## config.mk

```make
export PLATFORM = sky130hd
export DESIGN_NAME = shiftrows_stream
export DESIGN_NICKNAME = d
export VERILOG_FILES = /design/src/rtl/aes_pkg.sv /design/src/rtl/shiftrows_perm.sv /design/src/rtl/shiftrows_stream.sv
export SDC_FILE = /design/constraint.sdc
export NUM_CORES = 1
export LEC_CHECK = 0
export BUFFER_PORTS_ARGS = -buffer_cell sky130_fd_sc_hd__buf_2
export CAP_MARGIN = 20
export CORE_MARGIN = 5
export CORE_UTILIZATION = 60
export DETAILED_ROUTE_END_ITERATION = 16
export GPL_ROUTABILITY_DRIVEN = 0
export PLACE_DENSITY = 0.82
export SLEW_MARGIN = 5
export SYNTH_ARGS = -nofsm -noshare
export SYNTH_HDL_FRONTEND = slang
export SYNTH_SLANG_ARGS = --single-unit
```

## constraint.sdc

```tcl
create_clock -name clock -period 2.8 [get_ports clock]
set_clock_uncertainty 0.1 [all_clocks]
set_input_delay 0.56 -clock clock [delete_from_list [all_inputs] [get_ports clock]]
set_output_delay 0.56 -clock clock [all_outputs]
set_load 0.02 [all_outputs]
```

## src/rtl/aes_pkg.sv

```systemverilog
// Shared AES constants and the ShiftRows byte-index mapping used by the streaming stage.
package aes_pkg;

  localparam int unsigned AES_BLOCK_BYTES = 16;
  localparam int unsigned AES_STATE_W     = 8 * AES_BLOCK_BYTES;

  // Column-major state: output byte k = 4c+r is taken from column (c+r)%4 (fwd) or (c-r)%4 (inv).
  function automatic int unsigned sr_src_idx(input int unsigned k, input logic inv);
    int unsigned c;
    int unsigned r;
    int unsigned col;
    c   = k / 4;
    r   = k % 4;
    col = inv ? (c + 4 - r) % 4 : (c + r) % 4;
    return 4 * col + r;
  endfunction

endpackage

```

## src/rtl/shiftrows_perm.sv

```systemverilog
// Combinational ShiftRows / InvShiftRows permutation of one 16-byte column-major state.
module shiftrows_perm
  import aes_pkg::*;
(
  input  logic [AES_STATE_W-1:0] state_i,
  input  logic                   inv_i,
  output logic [AES_STATE_W-1:0] state_o
);

  always_comb begin
    state_o = '0;
    for (int unsigned k = 0; k < AES_BLOCK_BYTES; k++) begin
      state_o[8*k +: 8] = inv_i ? state_i[8*sr_src_idx(k, 1'b1) +: 8]
                                : state_i[8*sr_src_idx(k, 1'b0) +: 8];
    end
  end

endmodule

```

## src/rtl/shiftrows_stream.sv

```systemverilog
// Streaming ShiftRows stage: ping-pong buffered, LANES bytes per beat, per-block fwd/inv mode.
module shiftrows_stream
  import aes_pkg::*;
#(
  parameter int unsigned LANES  = 1,
  parameter bit          INV_EN = 1'b1
) (
  input  logic               clock,
  input  logic               resetn,
  input  logic               in_valid,
  output logic               in_ready,
  input  logic [8*LANES-1:0] in_data,
  input  logic               in_inv,
  output logic               out_valid,
  input  logic               out_ready,
  output logic [8*LANES-1:0] out_data,
  output logic               out_last
);

  localparam int unsigned BEATS     = AES_BLOCK_BYTES / LANES;
  localparam int unsigned CW        = (BEATS > 1) ? $clog2(BEATS) : 1;
  localparam int unsigned BW        = 8 * LANES;
  localparam logic [CW-1:0] LAST_BEAT = CW'(BEATS - 1);

  logic [1:0][AES_STATE_W-1:0] bank_q;
  logic [1:0]                  mode_q;
  logic [1:0]                  full_q, full_d;
  logic                        wr_ptr_q, wr_ptr_d;
  logic                        rd_ptr_q, rd_ptr_d;
  logic [CW-1:0]               wr_cnt_q, wr_cnt_d;
  logic [CW-1:0]               rd_cnt_q, rd_cnt_d;

  logic                        wr_fire, rd_fire, wr_last, rd_last;
  logic [AES_STATE_W-1:0]      perm;
  logic [BW-1:0]               beat;

  assign in_ready  = !full_q[wr_ptr_q];
  assign out_valid = full_q[rd_ptr_q];

  always_comb begin
    wr_fire  = in_valid && in_ready;
    rd_fire  = out_valid && out_ready;
    wr_last  = (wr_cnt_q == LAST_BEAT);
    rd_last  = (rd_cnt_q == LAST_BEAT);
    full_d   = full_q;
    wr_ptr_d = wr_ptr_q;
    rd_ptr_d = rd_ptr_q;
    wr_cnt_d = wr_cnt_q;
    rd_cnt_d = rd_cnt_q;
    if (wr_fire) begin
      wr_cnt_d = wr_last ? '0 : wr_cnt_q + 1'b1;
      if (wr_last) begin
        full_d[wr_ptr_q] = 1'b1;
        wr_ptr_d         = !wr_ptr_q;
      end
    end
    // Write needs a free bank and read needs a full one, so these never hit the same flag.
    if (rd_fire) begin
      rd_cnt_d = rd_last ? '0 : rd_cnt_q + 1'b1;
      if (rd_last) begin
        full_d[rd_ptr_q] = 1'b0;
        rd_ptr_d         = !rd_ptr_q;
      end
    end
  end

  always_ff @(posedge clock or negedge resetn) begin
    if (!resetn) begin
      full_q   <= '0;
      wr_ptr_q <= 1'b0;
      rd_ptr_q <= 1'b0;
      wr_cnt_q <= '0;
      rd_cnt_q <= '0;
    end else begin
      full_q   <= full_d;
      wr_ptr_q <= wr_ptr_d;
      rd_ptr_q <= rd_ptr_d;
      wr_cnt_q <= wr_cnt_d;
      rd_cnt_q <= rd_cnt_d;
    end
  end

  // Bank contents are only ever read behind a full flag, so they need no reset.
  always_ff @(posedge clock) begin
    if (wr_fire) begin
      for (int unsigned b = 0; b < BEATS; b++) begin
        if (wr_cnt_q == CW'(b)) bank_q[wr_ptr_q][b*BW +: BW] <= in_data;
      end
      if (wr_cnt_q == '0) mode_q[wr_ptr_q] <= INV_EN && in_inv;
    end
  end

  shiftrows_perm u_perm (
    .state_i (bank_q[rd_ptr_q]),
    .inv_i   (mode_q[rd_ptr_q]),
    .state_o (perm)
  );

  always_comb begin
    beat = '0;
    for (int unsigned b = 0; b < BEATS; b++) begin
      if (rd_cnt_q == CW'(b)) beat = perm[b*BW +: BW];
    end
    out_data = out_valid ? beat : '0;
    out_last = out_valid && rd_last;
  end

endmodule

```

### Word-level counts from Yosys, hierarchy flattened

Cells that the tools add are included.

* word-level logic and storage cells: 183
* flip-flop bits (word level): 270

* muxes and demuxes: 123
* add/sub/neg operators: 2
* equal/unequal tests: 30
* bitwise gates (word level): 3
* reduce and logical (&&, ||, !) cells: 13
* $lt $le $gt $ge: 4

Operators with widths (number)
* 256-bit 2-to-1 mux: 31
* 256-bit bitwise mux: 16
* 128-bit demux with 1-bit select: 16
* 128-bit 2-to-1 mux: 3
* 8-bit 2-to-1 mux: 26
* 120-bit 2-to-1 mux: 1
* 112-bit 2-to-1 mux: 1
* 104-bit 2-to-1 mux: 1
* 96-bit 2-to-1 mux: 1
* 88-bit 2-to-1 mux: 1
* 80-bit 2-to-1 mux: 1
* 72-bit 2-to-1 mux: 1
* 4-bit == test, second input constant: 16
* 64-bit 2-to-1 mux: 1
* 56-bit 2-to-1 mux: 1
* 48-bit 2-to-1 mux: 1
* 40-bit 2-to-1 mux: 1
* 4-bit by 3-bit == test with 1-bit output, second input constant: 8
* 32-bit 2-to-1 mux: 1
* 24-bit 2-to-1 mux: 1
* 4-bit by 2-bit == test with 1-bit output, second input constant: 4
* 16-bit 2-to-1 mux: 1
* 4-bit by 1-bit adder with 4-bit output, second input constant: 2
* 4-bit by 1-bit == test with 1-bit output, second input constant: 2
* other kinds (14): 37

### Logic depth before layout (Yosys ltp)

* word-level depth: 51
* gate-level depth with buffers: 10
* depth with buffers taken out: 8

### Cells and area by module

Synthesis repeated with hierarchy kept, for this count alone.

* cells, all modules: 894
* area, all modules: 13280.2 um2

By module, submodules not included
* shiftrows_stream: area an instance 11722.5 um2, instances 1, sequential area each 8047.7 um2, cells an instance 759
* shiftrows_perm: area an instance 1557.7 um2, instances 1, sequential area each 0.0 um2, cells an instance 135

### Least setup slack after synthesis

No wires, ideal clock.

* path kind: register to output
* start point: register rd_cnt_q[0]
* end point: output port out_data[0]
* path buffers: 2
* setup slack: 0.052 ns
* data required time: 2.140 ns
* stages on the path, launching flop included: 11
* arrival: 2.088 ns
* path through: dfrtp_1 -> inv_1 -> ha_1 -> buf_4 -> or3b_1 -> buf_2 -> nor2_1 -> a221oi_1 -> o211ai_1 -> a41oi_1 -> a211oi_2

* longest elaborated chain between the ends: 18
* elaborated cells between the ends (all ways): 33

RTL lines
* start, declared: RTL line shiftrows_stream.sv:31 `logic [CW-1:0] rd_cnt_q, rd_cnt_d;`
* start signal, assigned: RTL line shiftrows_stream.sv:79 `rd_cnt_q <= rd_cnt_d;`
* 4-bit logical NOT: RTL line shiftrows_stream.sv:102 `if (rd_cnt_q == CW'(b)) beat = perm[b*BW +: BW];`
* 8-bit 2-to-1 mux (15 in series): RTL line shiftrows_stream.sv:102
* 8-bit 2-to-1 mux *: RTL line shiftrows_stream.sv:102
* 8-bit 2-to-1 mux *: RTL line shiftrows_stream.sv:104 `out_data = out_valid ? beat : '0;`
* end, declared: RTL line shiftrows_stream.sv:16 `output logic [8*LANES-1:0] out_data,`

Every way passes the cells marked *; elsewhere a longest branch is shown, timed or not.

### Worst setup path in the final report

* start point: register rd_ptr_q
* end point: output port out_data[0]

* longest elaborated chain between the ends: 19
* elaborated cells between the ends (all ways): 31

RTL lines
* start, declared: RTL line shiftrows_stream.sv:29 `logic rd_ptr_q, rd_ptr_d;`
* start signal, assigned: RTL line shiftrows_stream.sv:77 `rd_ptr_q <= rd_ptr_d;`
* 128-bit 2-to-1 mux (implied by the code) or 1-bit 2-to-1 mux (tied branches) (2 in series): RTL line shiftrows_stream.sv:94, shiftrows_stream.sv:95
* 8-bit 2-to-1 mux, on equally long branches: RTL line shiftrows_stream.sv:102, shiftrows_perm.sv:13
* 8-bit 2-to-1 mux (15 in series): RTL line shiftrows_stream.sv:102
* 8-bit 2-to-1 mux *: RTL line shiftrows_stream.sv:104

Every way passes the cells marked *; elsewhere a longest branch is shown, timed or not. The select of a mux whose other input is x is not followed.

==> impl_metrics.json <==
{
  "hpwlAfterDp_mm": 23.0,
  "violations": "negative setup slack",
  "cts_buffers": 26,
  "grt_max_degree": 33,
  "via_per_inst": 6.74,
  "cts-htree-levels": 1,
  "worst-endpoint-required_ps": 2140,
  "grt_pass1_wl_mm": 52.8,
  "drt_iter0_drc": 1168,
  "cts.sinks": 270,
  "p_leak_nw": 5.43,
  "utilization_pct": 71.7,
  "async_flop_share_pct": 4.44,
  "synth_cells": 937,
  "end_kind": "output port",
  "die_w_um": 158,
  "tightest_slew_ps": 802,
  "antenna_found_initial": 0,
  "clk_latency_ps": 530,
  "whs_ps": 140,
  "nFillCells": 1233,
  "power_w": 0.0113,
  "syn-num-nets": 958,
  "dp.cells": 1295,
  "path_class": "reg2out",
  "grt_pass1_vias": 8686,
  "crit_fanout": 6,
  "fin_cells": 1363,
  "synth_edf_count": 258,
  "ir_drop_mv": 0.672,
  "worstPathArrival_ps": 2890,
  "antenna_cells": 0,
  "synthToLayoutAreaGrowth_pct": 18.6,
  "min_period_ps": 3550,
  "fin_crit_sh_pct": 127,
  "finalHoldViolations": 0,
  "nets": 1086,
  "synth.area.top_cells": "edfxtp_1 59%, mux2i_1 12%, dfrtp_1 2.3%, and2_1 2.2%, mux2_2 2.1%",
  "max_cap_violations": 0,
  "antenna_left": 0,
  "yosysWarnings": 0,
  "yosysTopAreaCell": "edfxtp_1",
  "outcome": "finished, violations left",
  "chipHeight_um": 158,
  "pre_cts_ws_ps": -318,
  "num_rows": 54,
  "track_usage_pct": 28.3,
  "drt-total-wl_mm": 36.6,
  "drive_gt1_share_pct": 28.4,
  "clkTransAtPathRegs_ps": 60,
  "rsz0062_at_grt": "true",
  "dieArea_mm2": 0.0249,
  "critPathMaxStageDelay_ps": 570,
  "grt-ovfl-total": 0,
  "synth_top_area_share_pct": 59.1,
  "ys_ff_latch": 270,
  "ys_types": 59,
  "crit_slowest_cell": "dfrtp_4",
  "drv_slew": 0,
  "cp-start-kind": "flip-flop",
  "crit_path_cell_trace": "buf_12 > buf_16 > mux2i_1 > o22ai_2 > nor4_1 > o211ai_1 > a41oi_1 > a211oi_2 > buf_4",
  "syn_avg_cell_area_um2": 14.0,
  "netlist_top_cells_count": "258 x edfxtp_1, 151 x mux2i_1, 48 x a21oi_1",
  "synth_most_common_cell": "edfxtp_1",
  "relSlewSlack_pct": 46.5,
  "dr.pass1.iters": 6,
  "finalSetupViolations": 8,
  "min_path_type": "in2reg",
  "cts_tree": "done",
  "core_mm2": 0.0217,
  "io_pins": 24,
  "syn_area_mm2": 0.0131,
  "cts_root_buf": "clkbuf_16",
  "start_util_pct": 60.4,
  "setup_ws_ps": -748,
  "power_density_mw_per_mm2": 729,
  "clock.fmax_mhz": 282,
  "yosysSeqAreaShare_pct": 61.4,
  "io_buffers": 23,
  "drc": 0,
  "synth-main-ff-cell": "edfxtp_1",
  "wl_per_cell_um": 26.9,
  "vias": 9191,
  "cts_buffer_depth": 3
}
[metrics by stage]
stage                     TNS (ps)  cell area, um2
after floorplan                  0           13100
after global routing         -5700           15500
final                        -5490           15500
after detailed placement     -2000           14100
after CTS                    -4540           15300
after global placement       -1950           14100
[routing by layer]
| metal | share of wire [%] | vias up | track usage [%] | wire (um) |
|---|---|---|---|---|
| li1 | - | 3904 | - | - |
| met1 | 37 | 4478 | 38.7 | 13500 |
| met4 | 5.7 | 0 | 10.6 | 2090 |
| met5 | 0 | - | 0 | 0 |
| met2 | 46 | 671 | 45.3 | 16900 |
| met3 | 11 | 138 | 5.85 | 4140 |
[cell usage in the layout, fill, tap and decap left out, drive strengths merged, types with 2 or more instances in the layout]
cell    synthesis  layout
a211o          14      14
a211oi         31      31
a21oi          48      48
a221oi          7       7
a22oi           7       7
a31o            7       7
a41oi           7       7
and2           46      46
and3            2       2
buf            48     155
clkbuf         11      37
clkinv          0       9
dfrtp          12      12
edfxtp        258     258
ha              8       8
inv             8       8
mux2           32      32
mux2i         151     151
nand2          36      36
nand2b          4       4
nand3           8       8
nand3b          8       8
nor2           48      48
nor2b          27      27
nor3            5       5
nor3b           2       2
nor4            8       8
o211ai         23      23
o21ai          24      24
o221ai          8       8
o22ai          24      24
xnor2           3       3
xor2            2       2
[timing repair]
action / 4_1_cts / 5_1_grt
resized for setup: 50 / 36
endpoints found under the hold margin: 12 / 0
pin swaps: 16 / 15
hold buffers: 1 / 0
endpoints found under the setup margin: 9 / 9
buffers inserted: 12 / 7
gates cloned: 1 / 2
[registers in the layout, indices dropped and copies added (netlist names)]
name / flops
wr_cnt_q: 4
mode_q: 2
rd_cnt_q: 4
full_q: 2
rd_ptr_q: 1
wr_ptr_q: 1
bank_q: 256
[layout make-up]
cell class	count	area, um2	area share, %
Timing Repair Buffer	159	1390	8.94
Multi-Input combinational cell	600	4930	31.7
Sequential cell	270	8050	51.8
Clock buffer	35	706	4.54
Tap cell	280	350	2.25
Clock inverter	11	77.6	0.499
Inverter	8	32.5	0.209
[worst paths after layout]
check	startpoint	end	slack, ps	depth (start not counted)
max in group asynchronous	resetn	rd_ptr_q	1970	2
max reg2reg	wr_ptr_q	bank_q[111]	490	4
min in group asynchronous	resetn	rd_cnt_q[3]	350	2
max	rd_ptr_q	out_data[0]	-750	9
min	in_inv	mode_q[1]	140	1
min reg2reg	full_q[1]	full_q[1]	540	2
[cell families (layout without fill, tap and decap cells)]
logic type	count (synthesis)	in the layout	synth area share [%]
DFF	270	270	61.4
AOI/OAI and AO/OA	205	205	11.1
muxes	183	183	14.4
and+or+nand+nor	199	199	8.60
adders and majority gates	8	8	0.764
buffers and inverters	67	213	3.41
xor gates and xnor gates	5	5	0.334
[worst max-delay path, delay by kind of cell, from the launching register on]
kind / cells / cell delay (ps)
and+or+nand+nor: 1 / 260
muxes: 1 / 400
AOI/OAI and AO/OA: 4 / 650
DFF: 1 / 570
buffers and inverters: 3 / 480
[power breakdown]
| group | total (W) | internal (W) | switching (W) |
|---|---|---|---|
| Clock | 0.00328 | 0.00185 | 0.00143 |
| Sequential | 0.00490 | 0.00469 | 0.000209 |
| Combinational | 0.00315 | 0.00130 | 0.00185 |
| Total | 0.0113 | 0.00784 | 0.00349 |
No activity file was read; power rests on OpenSTA's default activity.
